### src/rtl/alu_seq_pkg.sv
// ============================================================================
// Module      : alu_seq_pkg
// Description : Opcode/state types and opcode legality for alu_seq.
//               Optional DIV support is selected by ALU_SEQ_DIV_EN.
// Revision    : 1.0 - initial release
// ============================================================================
`default_nettype none

package alu_seq_pkg;

    typedef enum logic [3:0] {
        OP_ADD = 4'd0,
        OP_SUB = 4'd1,
        OP_AND = 4'd2,
        OP_OR  = 4'd3,
        OP_XOR = 4'd4,
        OP_NOT = 4'd5,
        OP_SHL = 4'd6,
        OP_SHR = 4'd7,
        OP_MUL = 4'd8,
        OP_DIV = 4'd9
    } opcode_e;

    typedef enum logic [1:0] {
        IDLE = 2'd0,
        MUL  = 2'd1,
        DIV  = 2'd2,
        DONE = 2'd3
    } state_e;

    function automatic logic opcode_is_legal(input logic [3:0] op);
`ifdef ALU_SEQ_DIV_EN
        return (op <= OP_DIV);
`else
        return (op <= OP_MUL);
`endif
    endfunction

endpackage

`default_nettype wire

### src/rtl/alu_seq_muldiv.sv
// ============================================================================
// Module      : alu_seq_muldiv
// Description : Iterative N-step datapath: LSB-first shift-add multiplier
//               (mode=0) or restoring divider (mode=1).
// Revision    : 1.0 - initial release
// ============================================================================
`default_nettype none

module alu_seq_muldiv
    import alu_seq_pkg::*;
#(
    parameter int N = 4
) (
    input  logic           clk,
    input  logic           reset,
    input  logic           start,
    input  logic [N-1:0]   a,
    input  logic [N-1:0]   b,
    input  logic           mode,
    output logic           busy,
    output logic           done,
    output logic [2*N-1:0] result
);

    localparam int                  c_cnt_w    = $clog2(N + 1);
    localparam logic [c_cnt_w-1:0]  c_cnt_init = c_cnt_w'(N);
    localparam logic [c_cnt_w-1:0]  c_cnt_one  = c_cnt_w'(1);

    logic               r_busy;
    logic               r_mode;
    logic [c_cnt_w-1:0] r_count;
    logic [2*N-1:0]     r_acc;
    logic [2*N-1:0]     r_mcand;
    logic [N-1:0]       r_mplier;
    logic [N-1:0]       r_rem;
    logic [N-1:0]       r_quo;
    logic [N-1:0]       r_dvs;

    logic [2*N-1:0]     w_acc_next;
    logic [N:0]         w_shift;
    logic               w_ge;
    logic [N-1:0]       w_trial;
    logic [N-1:0]       w_rem_next;
    logic [N-1:0]       w_quo_next;

    always_comb begin
        w_acc_next = r_mplier[0] ? (r_acc + r_mcand) : r_acc;
        // Restoring step: the dividend shifts out of r_quo MSB-first while
        // quotient bits shift in at the LSB.
        w_shift    = {r_rem, r_quo[N-1]};
        w_ge       = (w_shift >= {1'b0, r_dvs});
        w_trial    = w_shift[N-1:0] - r_dvs;
        w_rem_next = w_ge ? w_trial : w_shift[N-1:0];
        w_quo_next = {r_quo[N-2:0], w_ge};
    end

    always_ff @(posedge clk) begin
        if (reset) begin
            r_busy   <= 1'b0;
            r_mode   <= 1'b0;
            r_count  <= '0;
            r_acc    <= '0;
            r_mcand  <= '0;
            r_mplier <= '0;
            r_rem    <= '0;
            r_quo    <= '0;
            r_dvs    <= '0;
        end else if (start) begin
            r_busy   <= 1'b1;
            r_mode   <= mode;
            r_count  <= c_cnt_init;
            r_acc    <= '0;
            r_mcand  <= {{N{1'b0}}, a};
            r_mplier <= b;
            r_rem    <= '0;
            r_quo    <= a;
            r_dvs    <= b;
        end else if (r_busy) begin
            r_acc    <= w_acc_next;
            r_mcand  <= r_mcand << 1;
            r_mplier <= r_mplier >> 1;
            r_rem    <= w_rem_next;
            r_quo    <= w_quo_next;
            r_count  <= r_count - c_cnt_one;
            if (r_count == c_cnt_one) begin
                r_busy <= 1'b0;
            end
        end
    end

    // done flags the cycle whose edge performs the last step; result is the
    // value that step produces, so the caller can register it on that edge.
    assign busy   = r_busy;
    assign done   = r_busy && (r_count == c_cnt_one);
    assign result = r_mode ? {w_rem_next, w_quo_next} : w_acc_next;

endmodule

`default_nettype wire

### src/rtl/alu_seq.sv
// ============================================================================
// Module      : alu_seq
// Description : Handshaked multi-cycle N-bit ALU with status flags and result
//               hold. Define ALU_SEQ_DIV_EN to enable opcode 9 (DIV).
// Revision    : 1.0 - initial release
// ============================================================================
`default_nettype none

module alu_seq
    import alu_seq_pkg::*;
#(
    parameter int N         = 4,
    parameter int MUL_STEPS = N
) (
    input  logic           clk,
    input  logic           reset,
    input  logic           in_valid,
    output logic           in_ready,
    input  logic [N-1:0]   operand1,
    input  logic [N-1:0]   operand2,
    input  logic [3:0]     operation,
    output logic           out_valid,
    input  logic           out_ready,
    output logic [2*N-1:0] alu_out,
    output logic           zero,
    output logic           carry,
    output logic           illegal
);

    generate
        if (MUL_STEPS != N || N < 2) begin : g_param_check
            $error("alu_seq: requires N >= 2 and MUL_STEPS == N");
        end
    endgenerate

    state_e         r_state;
    state_e         w_next;
    logic [2*N-1:0] r_alu_out;
    logic           r_zero;
    logic           r_carry;
    logic           r_illegal;
    logic           r_div0;

    logic           w_accept;
    logic           w_md_op;
    logic           w_md_start;
    logic           w_md_mode;
    logic           w_md_busy;
    logic           w_md_done;
    logic [2*N-1:0] w_md_result;

    logic [N:0]     w_sum;
    logic [N:0]     w_diff;
    logic [2*N-1:0] w_res;
    logic           w_carry;
    logic           w_illegal;

    assign in_ready  = (r_state == IDLE);
    assign out_valid = (r_state == DONE);
    assign alu_out   = r_alu_out;
    assign zero      = r_zero;
    assign carry     = r_carry;
    assign illegal   = r_illegal;

    assign w_accept  = in_valid && in_ready;
`ifdef ALU_SEQ_DIV_EN
    assign w_md_op   = (operation == OP_MUL) || (operation == OP_DIV);
`else
    assign w_md_op   = (operation == OP_MUL);
`endif
    assign w_md_start = w_accept && w_md_op;
    assign w_md_mode  = (operation == OP_DIV);

    alu_seq_muldiv #(
        .N      (N)
    ) u_muldiv (
        .clk    (clk),
        .reset  (reset),
        .start  (w_md_start),
        .a      (operand1),
        .b      (operand2),
        .mode   (w_md_mode),
        .busy   (w_md_busy),
        .done   (w_md_done),
        .result (w_md_result)
    );

    // Single-cycle operations, evaluated straight from the accepted inputs.
    always_comb begin
        w_sum     = {1'b0, operand1} + {1'b0, operand2};
        w_diff    = {1'b0, operand1} - {1'b0, operand2};
        w_res     = '0;
        w_carry   = 1'b0;
        w_illegal = !opcode_is_legal(operation);
        case (operation)
            OP_ADD: begin
                w_res   = {{(N-1){1'b0}}, w_sum};
                w_carry = w_sum[N];
            end
            OP_SUB: begin
                w_res   = {{N{1'b0}}, w_diff[N-1:0]};
                w_carry = w_diff[N];
            end
            OP_AND:  w_res = {{N{1'b0}}, operand1 & operand2};
            OP_OR:   w_res = {{N{1'b0}}, operand1 | operand2};
            OP_XOR:  w_res = {{N{1'b0}}, operand1 ^ operand2};
            OP_NOT:  w_res = {{N{1'b0}}, ~operand1};
            OP_SHL:  w_res = {{N{1'b0}}, operand1} << operand2;
            OP_SHR:  w_res = {{N{1'b0}}, operand1 >> operand2};
            default: w_res = '0;
        endcase
    end

    always_comb begin
        w_next = r_state;
        case (r_state)
            IDLE: begin
                if (w_accept) begin
                    if (operation == OP_MUL) w_next = MUL;
`ifdef ALU_SEQ_DIV_EN
                    else if (operation == OP_DIV) w_next = DIV;
`endif
                    else w_next = DONE;
                end
            end
            MUL, DIV: begin
                if (w_md_done) w_next = DONE;
            end
            DONE: begin
                if (out_ready) w_next = IDLE;
            end
            default: w_next = IDLE;
        endcase
    end

    always_ff @(posedge clk) begin
        if (reset) begin
            r_state <= IDLE;
        end else begin
            if (r_state == MUL || r_state == DIV) begin
                assert (w_md_busy);
            end
            r_state <= w_next;
        end
    end

    // Result and flags are written only on completion, so they hold in DONE.
    always_ff @(posedge clk) begin
        if (reset) begin
            r_alu_out <= '0;
            r_zero    <= 1'b0;
            r_carry   <= 1'b0;
            r_illegal <= 1'b0;
            r_div0    <= 1'b0;
        end else begin
            if (w_accept) begin
                r_div0 <= (operand2 == '0);
            end
            if (w_accept && !w_md_op) begin
                r_alu_out <= w_res;
                r_zero    <= (w_res == '0);
                r_carry   <= w_carry;
                r_illegal <= w_illegal;
            end else if (w_md_done) begin
                r_alu_out <= w_md_result;
                r_zero    <= (w_md_result == '0);
                r_carry   <= 1'b0;
                r_illegal <= (r_state == DIV) && r_div0;
            end
        end
    end

endmodule

`default_nettype wire

### config.mk
export PLATFORM = sky130hd
export DESIGN_NAME = alu_seq
export DESIGN_NICKNAME = d
export VERILOG_FILES = /design/src/rtl/alu_seq_pkg.sv /design/src/rtl/alu_seq_muldiv.sv /design/src/rtl/alu_seq.sv
export SDC_FILE = /design/constraint.sdc
export NUM_CORES = 1
export LEC_CHECK = 0
export BUFFER_PORTS_ARGS = -buffer_cell sky130_fd_sc_hd__buf_2
export CORE_MARGIN = 8
export CORE_UTILIZATION = 60
export DETAILED_ROUTE_END_ITERATION = 12
export PLACE_DENSITY = 0.77
export SLEW_MARGIN = 20
export SYNTH_ARGS = -nofsm -noshare
export SYNTH_HDL_FRONTEND = slang
export SYNTH_HIERARCHICAL = 1
export SYNTH_SLANG_ARGS = --single-unit
### constraint.sdc
create_clock -name clk -period 3.75 [get_ports clk]
set_clock_uncertainty 0.1 [all_clocks]
set_input_delay 0.375 -clock clk [delete_from_list [all_inputs] [get_ports clk]]
set_output_delay 0.375 -clock clk [all_outputs]
set_load 0.1 [all_outputs]
==> flow_summary.yaml <==
cts:
  clock_latency_ns: 0.31
  cts.hold.buffers_added: 0
  cts_root_buffer: "clkbuf_8"
  clk_path_buf_depth: 2
  postCtsSetupBuffers: 0
  clkSlewWorstSetupHoldPaths_ns: 0.10
  cts_tree: "yes"
  cts.sinks: 51
  cts_inserted_buffers: 5
  ctsResizeCount: 0
  htree_levels: 2
placed_design:
  io_buffer_count: 28
  place_congestion: 0.960
  dp_hpwl_mm: 6.52
  place_inst: 549
  place_ws_ns: 0.871
yosys:
  ys_seq_area_share_pct: 27.3
  synthesis.area_um2: 3740
  yosys_most_used_dff: "dfxtp_1"
  yosysUniqueCellTypes: 58
  yosys_warnings: 6
  async_flop_share_pct: 0
  avgSynthCellArea_um2: 7.94
  syn_inst: 471
  synth-edff-count: 0
  synth_fp_nets: 521
  ys_ff_latch: 51
hold_path:
  hold_end: "u_muldiv/r_mplier[3]$_SDFFE_PP0P_"
  hold_class: "primary input to register"
  hp-start: "operand2[3]"
  hold_depth: 3
route:
  wl_met2_mm: 3.93
  wire_per_inst_um: 15.5
  routed_wirelength_mm: 8.65
  drc: 0
  ant_nets: 0
  via_count: 3355
  m1WireLength_mm: 4.01
  highest_layer: "met4"
  vias_per_cell: 6.02
  route.met3.wl_um: 518
  drt_iter0_drc: 211
  drtPass1Iterations: 4
pwr:
  internal_power_mw: 0.876
  swShare_pct: 43.9
  p_switching_mw: 0.684
  pwr_density_cell_nw_per_um2: 393
  finalPower_mw: 1.56
  p_seq_share_pct: 39.2
  vdd_drop_max_uv: 415
  static-leakage-power_nw: 1.57
  comb_power_share_pct: 39.1
  power_frac_clock_pct: 21.6
layout:
  finalNetCount: 531
  drive_gt1_share_pct: 11.0
  diodes: 0
  syn2layout_area_growth_pct: 6.09
  ff_latch_area_um2: 1020
  layout.cells.non_filler: 557
  multi_input_area_um2: 2470
  nFillCells: 512
sta:
  hold_viol: 0
  rsz0062_at_grt: "false"
  fin_crit_sh_pct: 78.7
  relSlewSlack_pct: 62.8
  whs_ns: 0.329
  max_freq_ghz: 0.339
  worst_pin_slew_ns: 0.557
  setup_viol: 0
  maxSlewViolCount: 0
  min_period_ns: 2.95
  tns_ns: 0
  fin_ws_ns: 0.800
global_route:
  grt_use_total_pct: 20.3
  grt_pass1_vias: 3127
  antenna_found_initial: 0
  grt_pass1_wl_mm: 14.8
  grt_max_degree: 33
  gr-total-overflow: 0
worst_setup_path:
  worst_r2r_endpoint: "zero$_SDFFE_PP0P_"
  path_cells: "ha_1, inv_1, fa_1, nor2b_4, o31a_1, o21a_1, or3_1, a311oi_1, a21oi_1, nor4_1, and3_1, a21oi_1, o32ai_2"
  crit_arrival_ns: 3.08
  r2r_cells: 13
  path_max_fanout: 3
  cpPeakStageDelay_ns: 0.34
  end_kind: "register"
  ff2ff_setup_slack_ns: 0.80
  critPathSlowestCell: "nor4_1"
  critPathKind: "register to register"
  crit-reg2reg-launch: "u_muldiv/r_acc[0]$_SDFFE_PP0P_"
  start_kind: "register"
  cpMostUsedCell: "a21oi_1"
  worstPathRequired_ns: 3.89
floorplan:
  core_um2: 5990
  io_pins: 29
  dieHeight_um: 95.0
  placementRows: 28
  initial_core_util_pct: 62.4
  dieArea_um2: 9020
  die_x_um: 95.0
run_status:
  status: "finished clean"
run:
  maxCapViolCount: 0
-- sequential cells by signal, indices dropped and copies added (netlist names), 3 cells and up --
register           cells
alu_out                8
u_muldiv/r_mcand       8
u_muldiv/r_dvs         4
u_muldiv/r_mplier      4
u_muldiv/r_rem         4
u_muldiv/r_acc         8
u_muldiv/r_count       3
u_muldiv/r_quo         4
-- power by group through the flow --
stage	combinational, mW	clock (mW)	sequential (mW)
floorplan	0.338	0	0.794
global placement	0.598	0	0.624
detailed placement	0.609	0	0.625
CTS	0.610	0.346	0.613
global route	0.656	0.367	0.619
finish	0.611	0.338	0.612
-- through the flow --
step | util [%] | cell area, um2
2_1_floorplan | - | 3740
3_3_place_gp | 64.6 | 3870
3_5_place_dp | 64.6 | 3870
4_1_cts | 66.2 | 3970
5_1_grt | 66.2 | 3970
6_report | 66.2 | 3970
-- worst max path at each step --
stage                                         startpoint                                to  slack [ns]  cells past startpoint
after floorplan                  r_state[0]$_SDFFE_PP0P_  u_muldiv/r_count[0]$_SDFFE_PP0P_        0.86                      9
after global placement    u_muldiv/r_acc[0]$_SDFFE_PP0P_                 zero$_SDFFE_PP0P_        0.95                     13
after detailed placement                     operand2[0]                 zero$_SDFFE_PP0P_        0.87                      9
after CTS                 u_muldiv/r_acc[0]$_SDFFE_PP0P_                 zero$_SDFFE_PP0P_        0.78                     13
after global routing      u_muldiv/r_acc[0]$_SDFFE_PP0P_                 zero$_SDFFE_PP0P_        0.59                     13
final                     u_muldiv/r_acc[0]$_SDFFE_PP0P_                 zero$_SDFFE_PP0P_        0.80                     13
-- worst max-delay path: cells and delay by family, from the launching register on --
kind	cells	cell delay, ns
AO/OA/AOI/OAI	6	0.97
AND/OR/NAND/NOR	4	0.91
adder cells (fa/ha/maj)	2	0.48
flip-flops	1	0.33
buffers and inverters	1	0.07
-- metal layers --
metal  GRT usage, %  vias to the layer above
met5              0                        -
met4           7.67                        0
met3           3.81                       19
met2           30.4                      110
met1           28.0                     1554
li1               -                     1672
-- synthesized netlist by cell type (all sizes together), types with 2 or more instances --
cell type	instances	area, um2
nand2b	4	25.0
buf	16	81.3
ha	30	375
dfxtp	51	1020
o32ai	2	25.0
nor3b	2	15.0
o211ai	4	30.0
a32oi	2	25.0
mux2i	29	290
inv	33	124
fa	4	80.1
a22oi	2	15.0
a21o	2	15.0
xor2	3	26.3
o21a	8	60.1
or3	5	31.3
nor3	7	35.0
nor2	62	233
or4b	2	20.0
a311oi	2	17.5
nand3b	4	30.0
a21oi	37	185
clkbuf	12	45.0
mux2	8	93.8
xnor2	7	61.3
nand2	40	150
nand3	15	75.1
a31oi	5	31.3
o211a	2	20.0
nor2b	8	57.6
o21ai	21	105
and3	4	25.0
nor4	3	18.8
a211oi	19	143
-- placed cells by master, fill, tap and decap left out, types with 5 or more instances in the layout --
master	n
o21a_1	8
dfxtp_1	51
clkbuf_8	5
nand2_1	40
buf_2	28
or3_1	5
nor2_1	61
a211oi_1	19
nor3_1	7
inv_1	33
nor2b_1	7
mux2_2	6
a31oi_1	5
o21ai_0	19
xnor2_1	7
mux2i_1	29
nand3_1	15
a21oi_1	37
ha_1	30
-- area by class of cell --
cell class                 instances  share of cell area, %
clock inverter                     3                  0.662
sequential                        51                   25.7
inverter                          33                   3.12
multi-input combinational        359                   62.3
tap                               75                   2.37
clock buffer                       5                   1.73
timing repair buffer              31                   4.10
-- cells by family after synthesis --
logic type                 after synthesis  synth area share (%)
and+or+nand+nor                        163                  20.6
AOI/OAI and AO/OA                      114                  20.0
buffers and inverters                   61                  6.69
DFF                                     51                  27.3
muxes                                   38                  10.9
adders and majority gates               34                  12.2
xor gates and xnor gates                10                  2.34
No activity file was read; power rests on OpenSTA's default activity.
